## config.mk

```make
export PLATFORM = sky130hd
export DESIGN_NAME = riscv_core_amo_unit
export DESIGN_NICKNAME = d
export VERILOG_FILES = /design/src/rtl/riscv_core_amo_unit.sv
export SDC_FILE = /design/constraint.sdc
export NUM_CORES = 1
export LEC_CHECK = 0
export BUFFER_PORTS_ARGS = -buffer_cell sky130_fd_sc_hd__buf_2
export CAP_MARGIN = 10
export CORE_ASPECT_RATIO = 1.4
export CORE_MARGIN = 2
export CORE_UTILIZATION = 44
export DETAILED_ROUTE_END_ITERATION = 6
export PLACE_DENSITY = 0.7
export SETUP_SLACK_MARGIN = 0.5
export SLEW_MARGIN = 30
export SYNTH_ARGS = -nofsm -noshare
export SYNTH_HDL_FRONTEND = slang
export SYNTH_SLANG_ARGS = --single-unit
```

## constraint.sdc

```tcl
create_clock -name i_clk -period 9.5 [get_ports i_clk]
set_input_delay 0.95 -clock i_clk [delete_from_list [all_inputs] [get_ports i_clk]]
set_output_delay 0.95 -clock i_clk [all_outputs]
set_load 0.005 [all_outputs]
```

## src/rtl/riscv_core_amo_unit.sv

```systemverilog
`default_nettype none
// ============================================================================
// Module  : riscv_core_amo_unit
// Purpose : RV64A atomic engine. It runs the AMO read-modify-write sequence and
//           LR/SC with a single-entry reservation.
// Rev     : 1.0  initial release
// ============================================================================
module riscv_core_amo_unit #(
  parameter int DATA_WIDTH = 64,
  parameter int ADDR_WIDTH = 64
) (
  input  logic                  i_clk,
  input  logic                  i_rst_n,
  input  logic                  i_amo_valid,
  output logic                  o_amo_ready,
  input  logic [3:0]            i_amo_op,
  input  logic                  i_amo_word,
  input  logic [ADDR_WIDTH-1:0] i_addr,
  input  logic [DATA_WIDTH-1:0] i_data_from_core,
  output logic                  o_amo_done,
  output logic [DATA_WIDTH-1:0] o_rd_data,
  output logic                  o_amo_err,
  output logic                  o_mem_req,
  output logic                  o_mem_we,
  output logic                  o_mem_word,
  output logic [ADDR_WIDTH-1:0] o_mem_addr,
  output logic [DATA_WIDTH-1:0] o_mem_wdata,
  input  logic                  i_mem_ack,
  input  logic [DATA_WIDTH-1:0] i_mem_rdata,
  input  logic                  i_resv_clear
);

  localparam logic [1:0] S_IDLE  = 2'd0;
  localparam logic [1:0] S_READ  = 2'd1;
  localparam logic [1:0] S_WRITE = 2'd2;
  localparam logic [1:0] S_RESP  = 2'd3;

  localparam logic [3:0] OP_SWAP = 4'd0;
  localparam logic [3:0] OP_ADD  = 4'd1;
  localparam logic [3:0] OP_AND  = 4'd2;
  localparam logic [3:0] OP_OR   = 4'd3;
  localparam logic [3:0] OP_XOR  = 4'd4;
  localparam logic [3:0] OP_MAX  = 4'd5;
  localparam logic [3:0] OP_MIN  = 4'd6;
  localparam logic [3:0] OP_MAXU = 4'd7;
  localparam logic [3:0] OP_MINU = 4'd8;
  localparam logic [3:0] OP_LR   = 4'd9;
  localparam logic [3:0] OP_SC   = 4'd10;

  localparam int HI_W = DATA_WIDTH - 32;
  localparam logic [DATA_WIDTH-1:0] C_ONE = DATA_WIDTH'(1);

  logic [1:0]            r_state;
  logic [3:0]            r_op;
  logic                  r_word;
  logic [ADDR_WIDTH-1:0] r_addr;
  logic [DATA_WIDTH-1:0] r_core;
  logic [DATA_WIDTH-1:0] r_old;
  logic [DATA_WIDTH-1:0] r_rd;
  logic                  r_err;
  logic                  r_resv_valid;
  logic [ADDR_WIDTH-1:0] r_resv_addr;

  logic                  w_accept;
  logic                  w_sc_hit;
  logic                  w_lr_done;
  logic [DATA_WIDTH-1:0] w_mem_s;
  logic [DATA_WIDTH-1:0] w_mem_u;
  logic [DATA_WIDTH-1:0] w_core_s;
  logic [DATA_WIDTH-1:0] w_core_u;
  logic                  w_gt_s;
  logic                  w_lt_s;
  logic                  w_gt_u;
  logic                  w_lt_u;
  logic [DATA_WIDTH-1:0] w_alu;
  logic [DATA_WIDTH-1:0] w_wdata;
  logic [DATA_WIDTH-1:0] w_rdata_ext;

  assign w_accept  = i_amo_valid && (r_state == S_IDLE);
  // A clear arriving with the SC itself wins, so the SC must fail.
  assign w_sc_hit  = r_resv_valid && (r_resv_addr == i_addr) && !i_resv_clear;
  assign w_lr_done = (r_state == S_READ) && i_mem_ack && (r_op == OP_LR);

  // Word ops: signed view sign-extends, unsigned view zero-extends bit 31,
  // so full-width compares give the 32-bit result.
  assign w_mem_s  = r_word ? {{HI_W{r_old[31]}}, r_old[31:0]}   : r_old;
  assign w_mem_u  = r_word ? {{HI_W{1'b0}}, r_old[31:0]}        : r_old;
  assign w_core_s = r_word ? {{HI_W{r_core[31]}}, r_core[31:0]} : r_core;
  assign w_core_u = r_word ? {{HI_W{1'b0}}, r_core[31:0]}       : r_core;

  assign w_gt_s = $signed(w_mem_s) > $signed(w_core_s);
  assign w_lt_s = $signed(w_mem_s) < $signed(w_core_s);
  assign w_gt_u = w_mem_u > w_core_u;
  assign w_lt_u = w_mem_u < w_core_u;

  always_comb begin
    w_alu = w_core_u;
    case (r_op)
      OP_SWAP: w_alu = w_core_u;
      OP_ADD:  w_alu = w_mem_u + w_core_u;
      OP_AND:  w_alu = w_mem_u & w_core_u;
      OP_OR:   w_alu = w_mem_u | w_core_u;
      OP_XOR:  w_alu = w_mem_u ^ w_core_u;
      OP_MAX:  w_alu = w_gt_s ? w_mem_u : w_core_u;
      OP_MIN:  w_alu = w_lt_s ? w_mem_u : w_core_u;
      OP_MAXU: w_alu = w_gt_u ? w_mem_u : w_core_u;
      OP_MINU: w_alu = w_lt_u ? w_mem_u : w_core_u;
      default: w_alu = w_core_u;
    endcase
  end

  assign w_wdata     = r_word ? {{HI_W{1'b0}}, w_alu[31:0]} : w_alu;
  assign w_rdata_ext = r_word ? {{HI_W{i_mem_rdata[31]}}, i_mem_rdata[31:0]} : i_mem_rdata;

  always_ff @(posedge i_clk or negedge i_rst_n) begin
    if (!i_rst_n) begin
      r_state <= S_IDLE;
      r_op    <= '0;
      r_word  <= 1'b0;
      r_addr  <= '0;
      r_core  <= '0;
      r_old   <= '0;
      r_rd    <= '0;
      r_err   <= 1'b0;
    end else begin
      case (r_state)
        S_IDLE: begin
          if (i_amo_valid) begin
            r_op   <= i_amo_op;
            r_word <= i_amo_word;
            r_addr <= i_addr;
            r_core <= i_data_from_core;
            r_err  <= 1'b0;
            if (i_amo_op <= OP_LR) begin
              r_state <= S_READ;
            end else if (i_amo_op == OP_SC) begin
              if (w_sc_hit) begin
                r_state <= S_WRITE;
              end else begin
                r_rd    <= C_ONE;
                r_state <= S_RESP;
              end
            end else begin
              r_err   <= 1'b1;
              r_rd    <= '0;
              r_state <= S_RESP;
            end
          end
        end
        S_READ: begin
          if (i_mem_ack) begin
            r_old   <= i_mem_rdata;
            r_rd    <= w_rdata_ext;
            r_state <= (r_op == OP_LR) ? S_RESP : S_WRITE;
          end
        end
        S_WRITE: begin
          if (i_mem_ack) begin
            if (r_op == OP_SC) r_rd <= '0;
            r_state <= S_RESP;
          end
        end
        S_RESP:  r_state <= S_IDLE;
        default: r_state <= S_IDLE;
      endcase
    end
  end

  always_ff @(posedge i_clk or negedge i_rst_n) begin
    if (!i_rst_n) begin
      r_resv_valid <= 1'b0;
      r_resv_addr  <= '0;
    end else if (i_resv_clear) begin
      r_resv_valid <= 1'b0;
    end else if (w_lr_done) begin
      r_resv_valid <= 1'b1;
      r_resv_addr  <= r_addr;
    end else if (w_accept && (i_amo_op == OP_SC)) begin
      r_resv_valid <= 1'b0;
    end
  end

  assign o_amo_ready = (r_state == S_IDLE);
  assign o_amo_done  = (r_state == S_RESP);
  assign o_amo_err   = (r_state == S_RESP) && r_err;
  assign o_rd_data   = r_rd;
  assign o_mem_req   = (r_state == S_READ) || (r_state == S_WRITE);
  assign o_mem_we    = (r_state == S_WRITE);
  assign o_mem_word  = r_word;
  assign o_mem_addr  = r_addr;
  assign o_mem_wdata = (r_state != S_WRITE) ? '0 :
                       (r_op == OP_SC)      ? w_core_u : w_wdata;

endmodule
`default_nettype wire

```

==> impl_metrics.ini <==
[run_status]
status = completed

[place]
gp_congestion = 1.011
dp_hpwl_um = 63870
placed_area_um2 = 27120
dp.cells = 3697
port_buffers = 399

[clocking]
h-tree-depth = 2
post_cts_resized = 0
path_clk_slew_ps = 60
clk_path_buf_depth = 3
cts-root-buf = clkbuf_16
hold_buffers = 0
cts_made_buffers = 36
cts_tree = built
cts.sinks = 329
post_cts_buffers = 0
clk_latency_ps = 580

[timing]
relSlewSlack = 0.3775
max_slew.worst_pin.slew_ps = 933.8
fmax_ghz = 0.1268
min_period_ps = 7885
skew_ps = 26.42
final.setup.tns_ps = 0
hold_viol = 0
rsz0062_at_grt = no
fin_hold_ws_ps = 334.8
setup-violations-final = 0
period_share = 0.8300
final_max_slew_viol_count = 0

[worst_setup_path]
required_ps = 8550
cp.arrival_ps = 6930
cp_max_fo = 40
rr_worst_depth = 10
r2r_end = o_rd_data[15]$_DFFE_PN0P_
startpoint_type = flip-flop
reg2reg_from = r_resv_addr[18]$_DFFE_PN0P_
cp-end-kind = primary output
crit_type = flip-flop to primary output
rrSetupSlack_ps = 6380

[routing]
vias = 22264
drc = 0
drtAntennaViolNets = 0
drt_iter0_markers = 1630
drt-pass1-iter-count = 7
vias_per_cell = 5.921
routed_wl_um = 86430
wl_per_cell_um = 22.99

[global_routing]
grt_overflow = 0
grt_pass1_vias = 22252
grt_pass1_wl_um = 131600
antenna_found_initial = 3
grt_max_degree = 74
grt_util_all_layers = 0.2938

[yosys]
ys_seq_area_frac = 0.3347
synthCells = 2705
ys.flop_type = dfrtp_1
netlist-cell-type-count = 80
synth_seq_cells = 329
synth_warnings = 0
synth_edf_count = 0
ys_async_sr_fraction = 1.000
postSynthAreaPerCell_um2 = 9.095
syn_nets = 3130
synth_area_um2 = 24600

[cells_and_area]
drive_above_1_share = 0.2725
nNetsFinal = 3432
areaGrowthSynthToFinish_pct = 14.83
design_area_um2 = 28250
final_cell_mix = buf_2, dfrtp_1, mux2_2
final_util = 0.5112
layout_commonest_cell = buf_2
layout.cells.non_filler = 3760

[run]
drv_cap = 0

[die]
die_h_um = 283.8
std_cell_rows = 102
io_pins = 400
dieArea_um2 = 57850
start_util = 0.4452
dieWidth_um = 203.8
coreArea_um2 = 55260

[power_and_ir_drop]
power_density_nw_per_um2 = 421.5
vdd_drop_max_mv = 0.2261
p_leak_nw = 13.38

[hold_path]
hold_class = primary input to async pin
-- power by group --
group | internal, W | switching (W) | total, W
logic | 0.00304 | 0.00482 | 0.00786
registers | 0.00202 | 0.000654 | 0.00268
clock network | 0.000747 | 0.000620 | 0.00137
-- registers in the layout, indices dropped and copies added (netlist names) --
name / cells
o_mem_addr: 64
r_resv_addr: 64
r_err: 1
r_core: 64
o_rd_data: 64
r_op: 4
r_old: 64
o_mem_word: 1
r_resv_valid: 1
r_state: 2
-- cell families after synthesis --
group	count (synthesis)	synth area share
compound gates	721	0.1962
xor+xnor	86	0.03092
fa+ha+maj	223	0.1137
buf+inv	385	0.06179
flops	329	0.3347
mux	289	0.1317
simple gates	672	0.1311
-- worst max path at each step --
stage,from,end,slack (ps),cells past startpoint
after floorplan,o_mem_word$_DFFE_PN0P_,o_mem_wdata[0],4030,21
after global placement,o_mem_word$_DFFE_PN0P_,o_mem_wdata[34],2080,18
after detailed placement,o_mem_word$_DFFE_PN0P_,o_mem_wdata[40],1960,18
after CTS,o_mem_word$_DFFE_PN0P_,o_mem_wdata[40],1340,18
after global routing,o_mem_word$_DFFE_PN0P_,o_mem_wdata[40],1190,18
final,o_mem_word$_DFFE_PN0P_,o_mem_wdata[34],1620,18
-- per-layer routing --
layer  track usage  vias up  part of all wire
met5             0        -           0.00029
met4        0.1631        4             0.061
met3       0.04766      266             0.062
met2        0.5100      916              0.50
met1        0.3423    10788              0.38
li1              -    10290                 -
-- Yosys cell counts (all sizes together), types with 7 or more instances --
library cell,n,share of area
a31oi,15,0.0038
nor2b,57,0.014
and2,8,0.0020
nor3,33,0.0074
nand3,30,0.0061
o21bai,21,0.0064
a221oi,76,0.035
mux2i,12,0.0049
or3,8,0.0020
a211oi,21,0.0064
nand4,60,0.015
buf,33,0.0081
o211ai,34,0.010
ha,222,0.11
o22ai,18,0.0046
a21oi,197,0.040
xor2,33,0.012
nand2,219,0.033
nor4,23,0.0061
nand2b,16,0.0041
xnor2,53,0.019
o31ai,13,0.0040
and3,8,0.0020
o311ai,7,0.0025
o221ai,14,0.0050
nor2,178,0.027
inv,218,0.033
a2111oi,7,0.0025
clkbuf,133,0.020
o21a,7,0.0021
mux2,277,0.13
o21ai,185,0.038
a22oi,25,0.0076
a21o,29,0.0088
dfrtp,329,0.33
-- critical path, stage by stage, from the launching register on --
cell and delay [ps]:
dfrtp_2 790, inv_2 520, nor2_2 200, buf_4 320, nor2_1 100, ha_1 470, nand4_1 230, nor3_1 70
a221oi_1 250, o21ai_0 130, a31o_2 250, nor2_2 490, xnor2_2 220, o32a_1 460, nand2_2 470, buf_4 650
a221oi_1 230, a21oi_1 300, buf_2 180
-- per-stage QoR --
| stage | power [W] | worst slack (ps) |
|---|---|---|
| 6_report | 0.01191 | 1615 |
| 5_1_grt | 0.01280 | 1188 |
| 4_1_cts | 0.01180 | 1336 |
| 3_5_place_dp | 0.01037 | 1956 |
| 3_3_place_gp | 0.01028 | 2077 |
| 2_1_floorplan | 0.007977 | 4029 |
-- cell type report --
type / instances / area [um^2]
fill: 5264 / 27010
multi-input combinational: 1991 / 14910
sequential: 329 / 8234
timing repair buffer: 430 / 2260
clock buffer: 50 / 1003
tap: 728 / 910.9
inverter: 219 / 822.0
clock inverter: 12 / 107.6
antenna: 1 / 2.502
Power figures use the tool's default switching activity.
